<file path="config.mk">
export PLATFORM = sky130hd
export DESIGN_NAME = mul_div_unit
export DESIGN_NICKNAME = d
export VERILOG_FILES = /design/src/rtl/mul_div_unit.sv
export SDC_FILE = /design/constraint.sdc
export NUM_CORES = 1
export LEC_CHECK = 0
export BUFFER_PORTS_ARGS = -buffer_cell sky130_fd_sc_hd__buf_4
export CELL_PAD_IN_SITES_DETAIL_PLACEMENT = 1
export CELL_PAD_IN_SITES_GLOBAL_PLACEMENT = 2
export CORE_MARGIN = 4
export CORE_UTILIZATION = 35
export DETAILED_ROUTE_END_ITERATION = 7
export GPL_ROUTABILITY_DRIVEN = 0
export PLACE_DENSITY = 0.88
export REMOVE_ABC_BUFFERS = 1
export SYNTH_ARGS = -nofsm -noshare
export SYNTH_HDL_FRONTEND = slang
export SYNTH_SLANG_ARGS = --single-unit
</file>
<file path="constraint.sdc">
create_clock -name clk -period 5.3 [get_ports clk]
set_clock_uncertainty 0.1 [all_clocks]
set_input_delay 0.265 -clock clk [delete_from_list [all_inputs] [get_ports clk]]
set_output_delay 0.265 -clock clk [all_outputs]
set_load 0.01 [all_outputs]
</file>
<file path="src/rtl/mul_div_unit.sv">
// Iterative radix-2 multiply / restoring divide unit with start/busy/done handshake.
// Results land in zhi/zlo; the handshake outputs trail the FSM state by one register stage.
module mul_div_unit #(
  parameter int unsigned WIDTH  = 32,
  parameter logic [3:0]  OP_MUL = 4'd12,
  parameter logic [3:0]  OP_DIV = 4'd13
) (
  input  logic             clk,
  input  logic             clr,
  input  logic             start,
  input  logic [3:0]       op,
  input  logic             sgn,
  input  logic [WIDTH-1:0] a,
  input  logic [WIDTH-1:0] b,
  output logic             busy,
  output logic             done,
  output logic             div_by_zero,
  output logic [WIDTH-1:0] zhi,
  output logic [WIDTH-1:0] zlo
);

  localparam int unsigned CW = $clog2(WIDTH + 1);

  typedef enum logic [1:0] {IDLE, RUN, FIX, DONE} state_t;

  state_t             state;
  logic [CW-1:0]      cnt;
  logic [WIDTH-1:0]   hi;
  logic [WIDTH-1:0]   lo;
  logic [WIDTH-1:0]   opnd;
  logic               is_div;
  logic               dz;
  logic               neg_q;
  logic               neg_r;

  logic               op_ok;
  logic               accept;
  logic               a_neg;
  logic               b_neg;
  logic [WIDTH-1:0]   a_mag;
  logic [WIDTH-1:0]   b_mag;
  logic [WIDTH:0]     mul_sum;
  logic [WIDTH:0]     div_sh;
  logic [WIDTH:0]     div_diff;
  logic               div_ge;
  logic [2*WIDTH-1:0] prod;

  assign op_ok  = (op == OP_MUL) || (op == OP_DIV);
  assign accept = start && op_ok && ((state == IDLE) || (state == DONE));

  // Operands are reduced to magnitudes at acceptance; signs are restored in FIX.
  assign a_neg  = sgn & a[WIDTH-1];
  assign b_neg  = sgn & b[WIDTH-1];
  assign a_mag  = a_neg ? (~a + 1'b1) : a;
  assign b_mag  = b_neg ? (~b + 1'b1) : b;

  // One shift-add step: hi accumulates, lo shifts out the multiplier bits.
  assign mul_sum  = {1'b0, hi} + ({1'b0, opnd} & {(WIDTH + 1){lo[0]}});

  // One restoring step: partial remainder in hi, quotient bits shift into lo.
  assign div_sh   = {hi, lo[WIDTH-1]};
  assign div_diff = div_sh - {1'b0, opnd};
  assign div_ge   = ~div_diff[WIDTH];

  assign prod     = {hi, lo};

  always_ff @(posedge clk) begin
    if (clr) begin
      state       <= IDLE;
      cnt         <= '0;
      hi          <= '0;
      lo          <= '0;
      opnd        <= '0;
      is_div      <= 1'b0;
      dz          <= 1'b0;
      neg_q       <= 1'b0;
      neg_r       <= 1'b0;
      busy        <= 1'b0;
      done        <= 1'b0;
      div_by_zero <= 1'b0;
      zhi         <= '0;
      zlo         <= '0;
    end else begin
      done <= 1'b0;
      busy <= (state == RUN) || (state == FIX);

      case (state)
        RUN: begin
          if (is_div) begin
            hi <= div_ge ? div_diff[WIDTH-1:0] : div_sh[WIDTH-1:0];
            lo <= {lo[WIDTH-2:0], div_ge};
          end else begin
            {hi, lo} <= {mul_sum, lo[WIDTH-1:1]};
          end
          cnt <= cnt - CW'(1);
          if (cnt == CW'(1)) state <= FIX;
        end
        FIX: begin
          if (dz) begin
            hi <= lo;
            lo <= '1;
          end else if (is_div) begin
            lo <= neg_q ? (~lo + 1'b1) : lo;
            hi <= neg_r ? (~hi + 1'b1) : hi;
          end else if (neg_q) begin
            {hi, lo} <= ~prod + 1'b1;
          end
          state <= DONE;
        end
        DONE: begin
          zhi         <= hi;
          zlo         <= lo;
          done        <= 1'b1;
          div_by_zero <= dz;
          state       <= IDLE;
        end
        default: ;
      endcase

      // Acceptance overrides the IDLE/DONE fall-through and captures all operands.
      if (accept) begin
        if (state == IDLE) div_by_zero <= 1'b0;
        is_div <= (op == OP_DIV);
        neg_q  <= a_neg ^ b_neg;
        neg_r  <= a_neg;
        hi     <= '0;
        cnt    <= CW'(WIDTH);
        if ((op == OP_DIV) && (b == '0)) begin
          dz    <= 1'b1;
          lo    <= a;
          state <= FIX;
        end else begin
          dz    <= 1'b0;
          lo    <= (op == OP_DIV) ? a_mag : b_mag;
          opnd  <= (op == OP_DIV) ? b_mag : a_mag;
          state <= RUN;
        end
      end
    end
  end

endmodule

</file>
# Word-level counts from Yosys, hierarchy flattened
# Index checks and enable logic that the tools add are counted.
# classes
addsub,8
eq_ne,10
muxes,30
bitwise,11
reduce_logical,17
# ops
cell,n
2-to-1 mux 32 bit,17
"adder 32 x 1 -> 32 bit, second input constant",4
inverter 32 bit,4
one-hot mux 32 bit (2 select lines),2
"adder 64 x 1 -> 64 bit, second input constant",1
inverter 64 bit,1
adder 32 x 33 -> 33 bit,1
AND 32 x 33 -> 33 bit,1
subtractor 33 x 32 -> 33 bit,1
zero test 32 bit,1
2-to-1 mux 6 bit,2
"!= test 4 bit, second input constant",3
"== test 4 bit, second input constant",2
"== test 6 x 1 -> 1 bit, second input constant",1
2-to-1 mux 2 bit,3
one-hot mux 2 bit (3 select lines),1
AND reduction 2 bit,3
"subtractor 6 x 1 -> 6 bit, second input constant",1
2-to-1 mux 1 bit,5
"== test 2 bit, second input constant",2
nonzero test 2 bit,2
nonzero test 4 bit,1
logical AND 1 bit,3
logical OR 1 bit,3
9 further kinds,11
# totals
ff_bits,175
input_bits,72
output_inout_bits,67
elab_cells,91

# Longest topological paths before layout
# Gate-level depths: netlist of run 1.
# logic_depth
depth_word,7
ltp_mapped,15
mapped_depth_nobuf,13

# Worst setup path after synthesis of run 1
# No wires, ideal clock.
# synth_path
kind,register to register
from,register lo[31]
to,register hi[7]
setup_time_ns,0.132
arrival_ns,3.494
required_ns,5.068
setup_slack_ns,1.574
stages_incl_launch_ff,15
path_buffers,1
synth_period_minus_slack_ns,3.726
path_cell_list,dfxtp_1 -> inv_1 -> ha_1 -> fa_1 -> nand2b_1 -> a21oi_1 -> o211a_1 -> a211oi_1 -> o311ai_1 -> a31o_2 -> xor2_1 -> buf_1 -> mux2_2 -> a21oi_1 -> o32ai_1
# synth_between
elab_chain_cells,6
elab_cells_between_ends,9
classes_between,add/sub (2); mux (6); bitwise (1)
# synth_rtl
item,line_no,source
"start, declared",29,logic [WIDTH-1:0] lo;
"start signal, assigned",91,"lo <= {lo[WIDTH-2:0], div_ge};"
"start signal, assigned",93,"{hi, lo} <= {mul_sum, lo[WIDTH-1:1]};"
"start signal, assigned",103,lo <= neg_q ? (~lo + 1'b1) : lo;
inverter 64 bit,106,"{hi, lo} <= ~prod + 1'b1;"
adder 64 x 1 -> 64 bit,106,
2-to-1 mux 32 bit,105,end else if (neg_q) begin
2-to-1 mux 32 bit,102,end else if (is_div) begin
2-to-1 mux 32 bit,99,if (dz) begin
one-hot mux 32 bit (2 select lines) *,87,case (state)
"end signal, assigned",100,hi <= lo;
"end signal, assigned",104,hi <= neg_r ? (~hi + 1'b1) : hi;
"end signal, assigned",106,
"end, declared",28,logic [WIDTH-1:0] hi;
# Every way passes the cells marked *; elsewhere a longest branch is shown, timed or not. The select of a mux whose other input is x is not followed.
# A chain may end at the register's enable or synchronous reset.

# Worst setup path after layout of run 1
# layout_path
from,register lo[31]
to,register hi[6]
# The elaborated chain is that of the path after synthesis.

==> metrics.csv, run 1 <==
metric,value,unit
outcome,"finished, final reports clean",
cp.required,5.58,ns
finalPower,9.195,mW
rsz0062_at_grt,false,
synth_most_common_cell,nor2_1,
synth_common_cells,"nor2_1 (285), a21oi_1 (199), nand2_1 (183)",
hold_viol_final,0,
crit_path_frequent_cell,a21oi_1,
tightest_slew,1.064,ns
wl_per_cell,22.22,µm
path_max_fanout,37,
min_path_cells,3,
cts_resized,0,
dieArea,0.04743,mm²
drcViolationCount,0,
ir_worst_vdd,0.3904,mV
synth_top_area_frac,0.2274,
grt_pass1_wl,95190,µm
fin_crit,4.655,ns
power.leakage,6.682,nW
place_inst,2701,
slew_violations,0,
grt_usage,0.2502,
synthTopCellsByArea,"dfxtp_1 (23%), nor2_1 (6.9%), a21oi_1 (6.5%)",
layout-drive-gt1-share,0.1242,
dpl_cell_area,0.01686,mm²
cpMaxStageDelayCell,o311ai_1,
setup-violations-final,0,
chipHeight,217.8,µm
path_class,reg2reg,
grt_pass1_vias,16400,
fin_area,0.01746,mm²
finalSetupTns,0,ns
cp.depth,14,
seq_area_frac_synth,0.2274,
numCtsBuffers,17,
slew_headroom,0.2898,
antenna_cells,0,
netlist_instances,2109,
crit_path_start_kind,register,
critPathTopFamily,compound AO/OA/AOI/OAI gates,
fin_util,0.4036,
synth_edf_count,0,
power_density,526.6,mW/mm²
final_cells,2734,
clock-sinks,175,
overflow,0,
nets,2287,
dp_hpwl,45920,µm
core,0.04327,mm²
syn_area,0.01540,mm²
clock_path_buffers,2,
hold_class,in2reg,
critical_path_arrival,4.93,ns
fin_crit_sh,0.8783,
yosysWarnings,0,
die_w,217.8,µm
max-cap-violations,0,
syn2layout_area_growth,13.35,%
synthArstFlopShare,0,
first_pass_iters,5,
path_cells,inv_1 -> ha_1 -> fa_1 -> nand2b_1 -> a21oi_1 -> o211a_1 -> a211oi_1 -> o311ai_1 -> a31o_2 -> xor2_4 -> buf_12 -> mux2i_1 -> a2111o_1 -> a21oi_1,
antenna_found_initial,0,
htree_levels,4,
post-cts-setup-buffers,0,
clock_latency,0.46,ns
fillCellCount,5373,
synth-seq-cells,175,
synth.distinct_cells,78,
worst-path-buf-inv,2,
reg2reg_depth,14,
synth.largest_area_cell,dfxtp_1,
detail_route.vias_per_cell,5.937,
wirelength,60760,µm
max_freq,214.8,MHz
vias,16230,
cpPeakStageDelay,0.51,ns
drt.antenna.violating_nets,0,
clk_pin_slew,0.07,ns
fp-row-count,76,
cts_tree,yes,
portBuffers,138,
drt_iter0_markers,1112,
io_pins,139,
cts_root_buf,clkbuf_16,
grt_max_degree,67,
initial_core_util,0.3560,
synth_area_per_cell,7.304,µm²
ys.flop_type,dfxtp_1,
cp-end-kind,register,
-- cells by family (layout without fill, tap and decap cells) --
logic type	after synthesis	in the layout	share of synthesized area
buf+inv	231	271	0.05791
fa+ha+maj	79	79	0.06514
mux	117	117	0.07887
compound gates	627	627	0.2632
xor+xnor	155	155	0.08813
simple gates	725	725	0.2194
flops	175	175	0.2274
-- metrics by stage --
step	worst slack (ns)	hold slack [ns]
2_1_floorplan	0.01881	0.2341
3_3_place_gp	0.9528	0.3410
3_5_place_dp	0.8051	0.3511
4_1_cts	0.7496	0.01557
5_1_grt	0.4494	0.04089
6_report	0.6450	0.02719
-- registers in the layout (all words and copies together), names as in the netlist --
signal,count
busy,1
cnt,6
div_by_zero,1
done,1
dz,1
hi,32
is_div,1
lo,32
neg_q,1
neg_r,1
opnd,32
state,2
zhi,32
zlo,32
-- cell usage in the layout, fill, tap and decap left out, types with 6 or more instances in the layout --
cell type | Yosys | layout
nand3_1 | 37 | 37
mux2_2 | 35 | 35
nand3b_1 | 10 | 10
mux2i_1 | 82 | 82
xnor2_1 | 87 | 87
o211ai_1 | 46 | 46
a31oi_1 | 28 | 28
a221oi_1 | 9 | 9
or4_1 | 15 | 15
a21o_1 | 22 | 22
nand2_1 | 183 | 182
o221ai_1 | 31 | 31
o22ai_1 | 9 | 9
a211oi_1 | 50 | 50
a21oi_1 | 199 | 199
or3_1 | 22 | 22
o21a_1 | 11 | 11
nor4_1 | 20 | 20
o31ai_1 | 17 | 16
nor3_1 | 52 | 52
buf_4 | 1 | 167
o21ai_0 | 113 | 112
dfxtp_1 | 175 | 174
a311oi_1 | 7 | 7
clkbuf_16 | 0 | 17
o21bai_1 | 9 | 9
nand2b_1 | 17 | 17
o31a_1 | 7 | 6
ha_1 | 77 | 75
and3_1 | 16 | 16
nor2_1 | 285 | 283
inv_1 | 68 | 68
nor2b_1 | 18 | 18
xor2_1 | 68 | 67
nand4_1 | 6 | 6
o311ai_0 | 8 | 8
a31o_2 | 6 | 6
and2_1 | 17 | 16
-- power breakdown --
part	leakage [nW]	switching (mW)	internal (mW)	total [mW]
Combinational	4.96	3.50	2.32	5.82
Clock	0.294	0.620	0.702	1.32
Sequential	1.42	0.523	1.53	2.06
-- area by class of cell --
cell class                 count  area (µm²)  share of cell area
tap                          585       732.0             0.04192
inverter                      69       259.0             0.01483
sequential                   175        3505              0.2007
timing repair buffer         170        1304             0.07466
multi-input combinational   1703       11070              0.6340
clock buffer                  21       470.5             0.02694
clock inverter                11       121.4            0.006950
-- repair_timing --
action | 4_1_cts | 5_1_grt
endpoints found under the setup margin | 0 | 0
hold endpoints to repair | 1 | 0
hold buffers | 1 | 0
-- path summary, 6_finish.rpt --
path / start / endpoint / slack, ns
hold / removal: b[0] / opnd[0] / 0.03
hold reg to reg: opnd[18] / opnd[18] / 0.36
setup reg to reg: lo[31] / hi[6] / 0.64
setup / recovery: lo[31] / hi[6] / 0.64
-- worst register-to-register path, cell delays in order (launching register included) --
cell and delay (ns):
dfxtp_1 0.48, inv_1 0.15, ha_1 0.25, fa_1 0.39
nand2b_1 0.21, a21oi_1 0.35, o211a_1 0.31, a211oi_1 0.18
o311ai_1 0.51, a31o_2 0.30, xor2_4 0.37, buf_12 0.28
mux2i_1 0.14, a2111o_1 0.42, a21oi_1 0.14
-- per-layer routing --
metal  part of all wire  global-route usage
met5                  0                   0
met4              0.027             0.07457
met3              0.058             0.03219
met2               0.45              0.4031
met1               0.46              0.3505
No activity file was read; power rests on OpenSTA's default activity.
==> run 2: changes to the inputs <==
Settings changed: CORE_ASPECT_RATIO set to 1.25, CORE_MARGIN 4 to unset.
==> run 2 against run 1 <==
Worst hold slack better by 0.019 ns; critical endpoint unchanged; clock power is 5% lower; via count is 0.20% lower; critical path type unchanged; cell area is 0.47% lower; largest cell class unchanged.
==> metrics.csv, run 2 (synthesis gave the netlist of run 1 again) <==
metric,value,unit,change
power.leakage,6.653,nW,-0.43%
post-cts-setup-buffers,0,,unchanged
path_max_fanout,33,,-11%
first_pass_iters,5,,unchanged
drt_iter0_markers,882,,-21%
fin_crit,4.526,ns,-0.1290 ns
setup-violations-final,0,,unchanged
grt_max_degree,67,,unchanged
critical_path_arrival,4.83,ns,-0.10 ns
clock_latency,0.48,ns,+0.02 ns
wirelength,59640,µm,-1.8%
rsz0062_at_grt,false,,
layout-drive-gt1-share,0.1242,,about the same
clock_path_buffers,2,,unchanged
initial_core_util,0.3559,,about the same
path_class,reg2reg,,
vias,16200,,-0.20%
finalSetupTns,0,ns,unchanged
fillCellCount,5409,,+0.67%
dpl_cell_area,0.01682,mm²,-0.26%
dp_hpwl,44720,µm,-2.6%
syn2layout_area_growth,12.82,%,
cp.required,5.60,ns,+0.02 ns
fin_util,0.4015,,-0.002083
clk_pin_slew,0.07,ns,about the same
rr_startpoint,lo[31],,
die_w,189.6,µm,-13%
core,0.04329,mm²,about the same
antenna_found_initial,0,,unchanged
grt_pass1_vias,16460,,+0.37%
overflow,0,,unchanged
slew_violations,0,,unchanged
cts_tree,yes,,
antenna_cells,0,,unchanged
hold_viol_final,0,,unchanged
fp-row-count,85,,+12%
portBuffers,138,,unchanged
chipHeight,236.6,µm,+8.6%
fin_crit_sh,0.8540,,-0.02434
tightest_slew,1.309,ns,+0.2448 ns
max_freq,220.9,MHz,+2.9%
slew_headroom,0.1256,,-0.1643
final_cell_mix,"nor2_1 (283), a21oi_1 (199), nand2_1 (182)",,
nets,2288,,+0.044%
power_density,519.3,mW/mm²,-1.4%
io_pins,139,,unchanged
cp-end-kind,register,,
dieArea,0.04486,mm²,-5.4%
r2r_slack,0.77,ns,+0.13 ns
cts_root_buf,clkbuf_16,,
worstSetupStartpoint,lo[31],,
grt_pass1_wl,93800,µm,-1.5%
rr_endpoint,hi[6],,
area.sequential,0.003505,mm²,unchanged
fin_area,0.01738,mm²,-0.47%
crit_path_start_kind,register,,
hold_class,in2reg,,
grt_usage,0.2651,,+0.01492
multiInputGateArea,0.01107,mm²,about the same
outcome,"finished, final reports clean",,
numCtsBuffers,17,,unchanged
worstSetupEndpoint,hi[6],,
drt.antenna.violating_nets,0,,unchanged
drcViolationCount,0,,unchanged
max-cap-violations,0,,unchanged
reg2reg_depth,14,,unchanged
final_common_cell,nor2_1,,
final_cells,2715,,-0.69%
detail_route.vias_per_cell,5.967,,+0.50%
clock-sinks,175,,unchanged
place_inst,2682,,-0.70%
ir_worst_vdd,0.4875,mV,+25%
htree_levels,4,,unchanged
wl_per_cell,21.97,µm,-1.2%
-- run 2: repair_timing --
item                                    CTS  global route
hold buffers                              1             0
endpoints found under the hold margin     1             0
endpoints found under the setup margin    0             0
gates resized for setup                   0             0
-- run 2: area by class of cell --
type,count,share of cell area
Clock buffer,18,0.02469
Clock inverter,14,0.007127
Inverter,69,0.01490
Multi-Input combinational cell,1703,0.6369
Sequential cell,175,0.2017
Tap cell,565,0.04068
Timing Repair Buffer,171,0.07401
-- run 2: critical path, stage by stage, from the launching register on --
cell      delay [ns]
dfxtp_1         0.44
inv_1           0.13
ha_1            0.25
fa_1            0.41
nand2b_1        0.20
a21oi_1         0.34
o211a_1         0.30
a211oi_1        0.16
o311ai_1        0.52
a31o_2          0.30
xor2_4          0.16
buf_4           0.42
mux2i_1         0.14
a2111o_1        0.42
a21oi_1         0.14
-- run 2: power breakdown --
group | switching (mW) | internal (mW) | total, mW
Combinational | 3.43 | 2.28 | 5.71
Clock | 0.644 | 0.618 | 1.26
Sequential | 0.523 | 1.53 | 2.06
-- run 2: worst min path at each step --
stage,startpoint,endpoint,slack [ns],depth (start not counted)
after floorplan,clr,cnt[5],0.23,1
final,a[0],opnd[0],0.05,3
after global placement,opnd[19],opnd[19],0.34,2
after detailed placement,opnd[20],opnd[20],0.35,2
after global routing,a[0],opnd[0],0.06,3
after CTS,b[0],opnd[0],0.03,3
-- run 2: metrics by stage --
step	hold slack [ns]	power [mW]	setup WS, ns
floorplan	0.2341	5.734	0.01881
CTS	0.03339	8.970	0.8298
finish	0.04573	9.024	0.7740
global route	0.05924	9.618	0.4573
detailed placement	0.3451	7.638	0.8722
global placement	0.3405	7.506	1.032
-- run 2: metal layers --
| layer | part of all wire | vias to the layer above | global-route usage |
|---|---|---|---|
| met5 | 0 | - | 0 |
| met4 | 0.030 | 0 | 0.09262 |
| met3 | 0.044 | 92 | 0.03201 |
| met2 | 0.48 | 428 | 0.4535 |
| met1 | 0.44 | 8010 | 0.3400 |
| li1 | - | 7670 | - |
==> run 3: changes to the inputs <==
Settings changed: RECOVER_POWER set to 25.
==> run 3 against run 2 <==
Clock-buffer cell count is the same; worst hold slack about the same; via count about the same; final cell count unchanged; maximum frequency rose by 0.21%; flip-flop and latch count stayed put; largest power group unchanged; register-to-register slack is essentially flat.
==> metrics.csv, run 3 (synthesis gave the netlist of run 1 again) <==
metric,value,unit,change
portBuffers,138,,unchanged
slew_headroom,0.1020,,-0.02356
p_sw,4.597,mW,about the same
cp.required,5.54,ns,-0.06 ns
power_density,525.3,mW/mm²,+1.2%
numCtsBuffers,17,,unchanged
wl_per_cell,21.99,µm,about the same
p_int,4.414,mW,-0.37%
fin_crit_sh,0.8522,,-0.001815
dieArea,0.04486,mm²,unchanged
syn2layout_area_growth,11.36,%,
fillCellCount,5430,,+0.39%
wirelength,59700,µm,about the same
outcome,"finished, final reports clean",,
critical_path_arrival,4.76,ns,-0.07 ns
finalSetupTns,0,ns,unchanged
path_max_fanout,33,,unchanged
clk_pin_slew,0.07,ns,about the same
antenna_cells,0,,unchanged
detail_route.vias_per_cell,5.970,,about the same
area.sequential,0.003505,mm²,unchanged
grt_pass1_vias,16460,,unchanged
power_frac_seq,0.228,,about the same
grt_max_degree,67,,unchanged
vias,16210,,+0.056%
p_clk_frac,0.140,,about the same
hold_class,in2reg,,
hold_viol_final,0,,unchanged
clock-sinks,175,,unchanged
drcViolationCount,0,,unchanged
first_pass_iters,5,,unchanged
antenna_found_initial,0,,unchanged
switching_share,0.5101,,+0.001108
dp_hpwl,44720,µm,unchanged
chipHeight,236.6,µm,unchanged
fp-row-count,85,,unchanged
final_common_cell,nor2_1,,
cp-end-kind,register,,
max_freq,221.4,MHz,+0.21%
io_pins,139,,unchanged
core,0.04329,mm²,unchanged
initial_core_util,0.3559,,unchanged
clock_path_buffers,2,,unchanged
grt_pass1_wl,93800,µm,unchanged
clock_latency,0.47,ns,about the same
final_cell_mix,"nor2_1 (283), a21oi_1 (199), nand2_1 (182)",,
tightest_slew,1.344,ns,+0.03526 ns
slew_violations,0,,unchanged
multiInputGateArea,0.01107,mm²,unchanged
cts_root_buf,clkbuf_16,,
cts_tree,yes,,
crit_path_start_kind,register,,
cts_resized,0,,unchanged
pwr-share-comb,0.632,,about the same
grt_usage,0.2651,,unchanged
drt_iter0_markers,903,,+2.4%
layout-drive-gt1-share,0.09628,,-0.02791
overflow,0,,unchanged
ir_worst_vdd,0.4893,mV,+0.38%
die_w,189.6,µm,unchanged
htree_levels,4,,unchanged
fin_crit,4.516,ns,-0.009622 ns
setup-violations-final,0,,unchanged
path_class,reg2reg,,
drt.antenna.violating_nets,0,,unchanged
nets,2288,,unchanged
hold_ws,0.04540,ns,-0.0003275 ns
power.leakage,6.397,nW,-3.8%
rsz0062_at_grt,false,,
max-cap-violations,0,,unchanged
[run 3: area by class of cell]
| class | instances | share of cell area |
|---|---|---|
| clock inverters | 14 | 0.007221 |
| multi-input cells | 1703 | 0.6453 |
| flip-flops and latches | 175 | 0.2043 |
| inverters | 69 | 0.01510 |
| well taps | 565 | 0.04121 |
| repair buffers | 171 | 0.06185 |
| clock buffers | 18 | 0.02502 |
[run 3: repair_timing]
item                                   in CTS  in global routing
endpoints found under the hold margin       1                  0
buffers inserted                            0                  0
hold buffers                                1                  0
[run 3: per-layer routing]
layer  share of wire  wire [µm]  GRT usage  vias to the layer above
li1                -          -          -                     7674
met1            0.45      26580     0.3400                     8019
met2            0.48      28800     0.4535                      429
met3           0.043       2576    0.03201                       87
met4           0.029       1739    0.09262                        0
met5               0          0          0                        -
[run 3: worst max-delay path: stages, from the launching register on]
cell	delay [ns]
dfxtp_1	0.43
inv_1	0.13
ha_1	0.25
fa_1	0.41
nand2b_1	0.20
a21oi_1	0.35
o211a_1	0.30
a211oi_1	0.17
o311ai_1	0.51
a31o_2	0.29
xor2_4	0.16
buf_4	0.42
mux2_2	0.40
a21oi_1	0.16
o22ai_1	0.09
[run 3: worst paths after layout]
check        slack [ns]  cells past startpoint     start        to
max                0.78                     14    lo[31]     hi[9]
min                0.05                      3      b[0]   opnd[0]
max reg2reg        0.78                     14    lo[31]     hi[9]
min reg2reg        0.35                      2  opnd[22]  opnd[22]
[run 3: power groups by stage]
stage                     registers [mW]  logic (mW)  clock network, mW
after floorplan                     1.85        3.88                  0
after global placement              2.05        5.45                  0
after detailed placement            2.07        5.57                  0
after CTS                           2.04        5.65               1.28
after global routing                2.09        6.17               1.34
final                               2.06        5.69               1.26
[run 3: stage by stage]
step | worst slack [ns] | instances | power (mW) | instance area, µm² | util
floorplan | 0.01881 | 1947 | 5.734 | 14770 | -
global placement | 1.032 | 2682 | 7.506 | 16820 | 0.3885
detailed placement | 0.8722 | 2682 | 7.638 | 16820 | 0.3885
CTS | 0.8298 | 2715 | 8.970 | 17380 | 0.4015
global route | 0.4573 | 2715 | 9.601 | 17150 | 0.3963
finish | 0.7836 | 2715 | 9.011 | 17150 | 0.3963
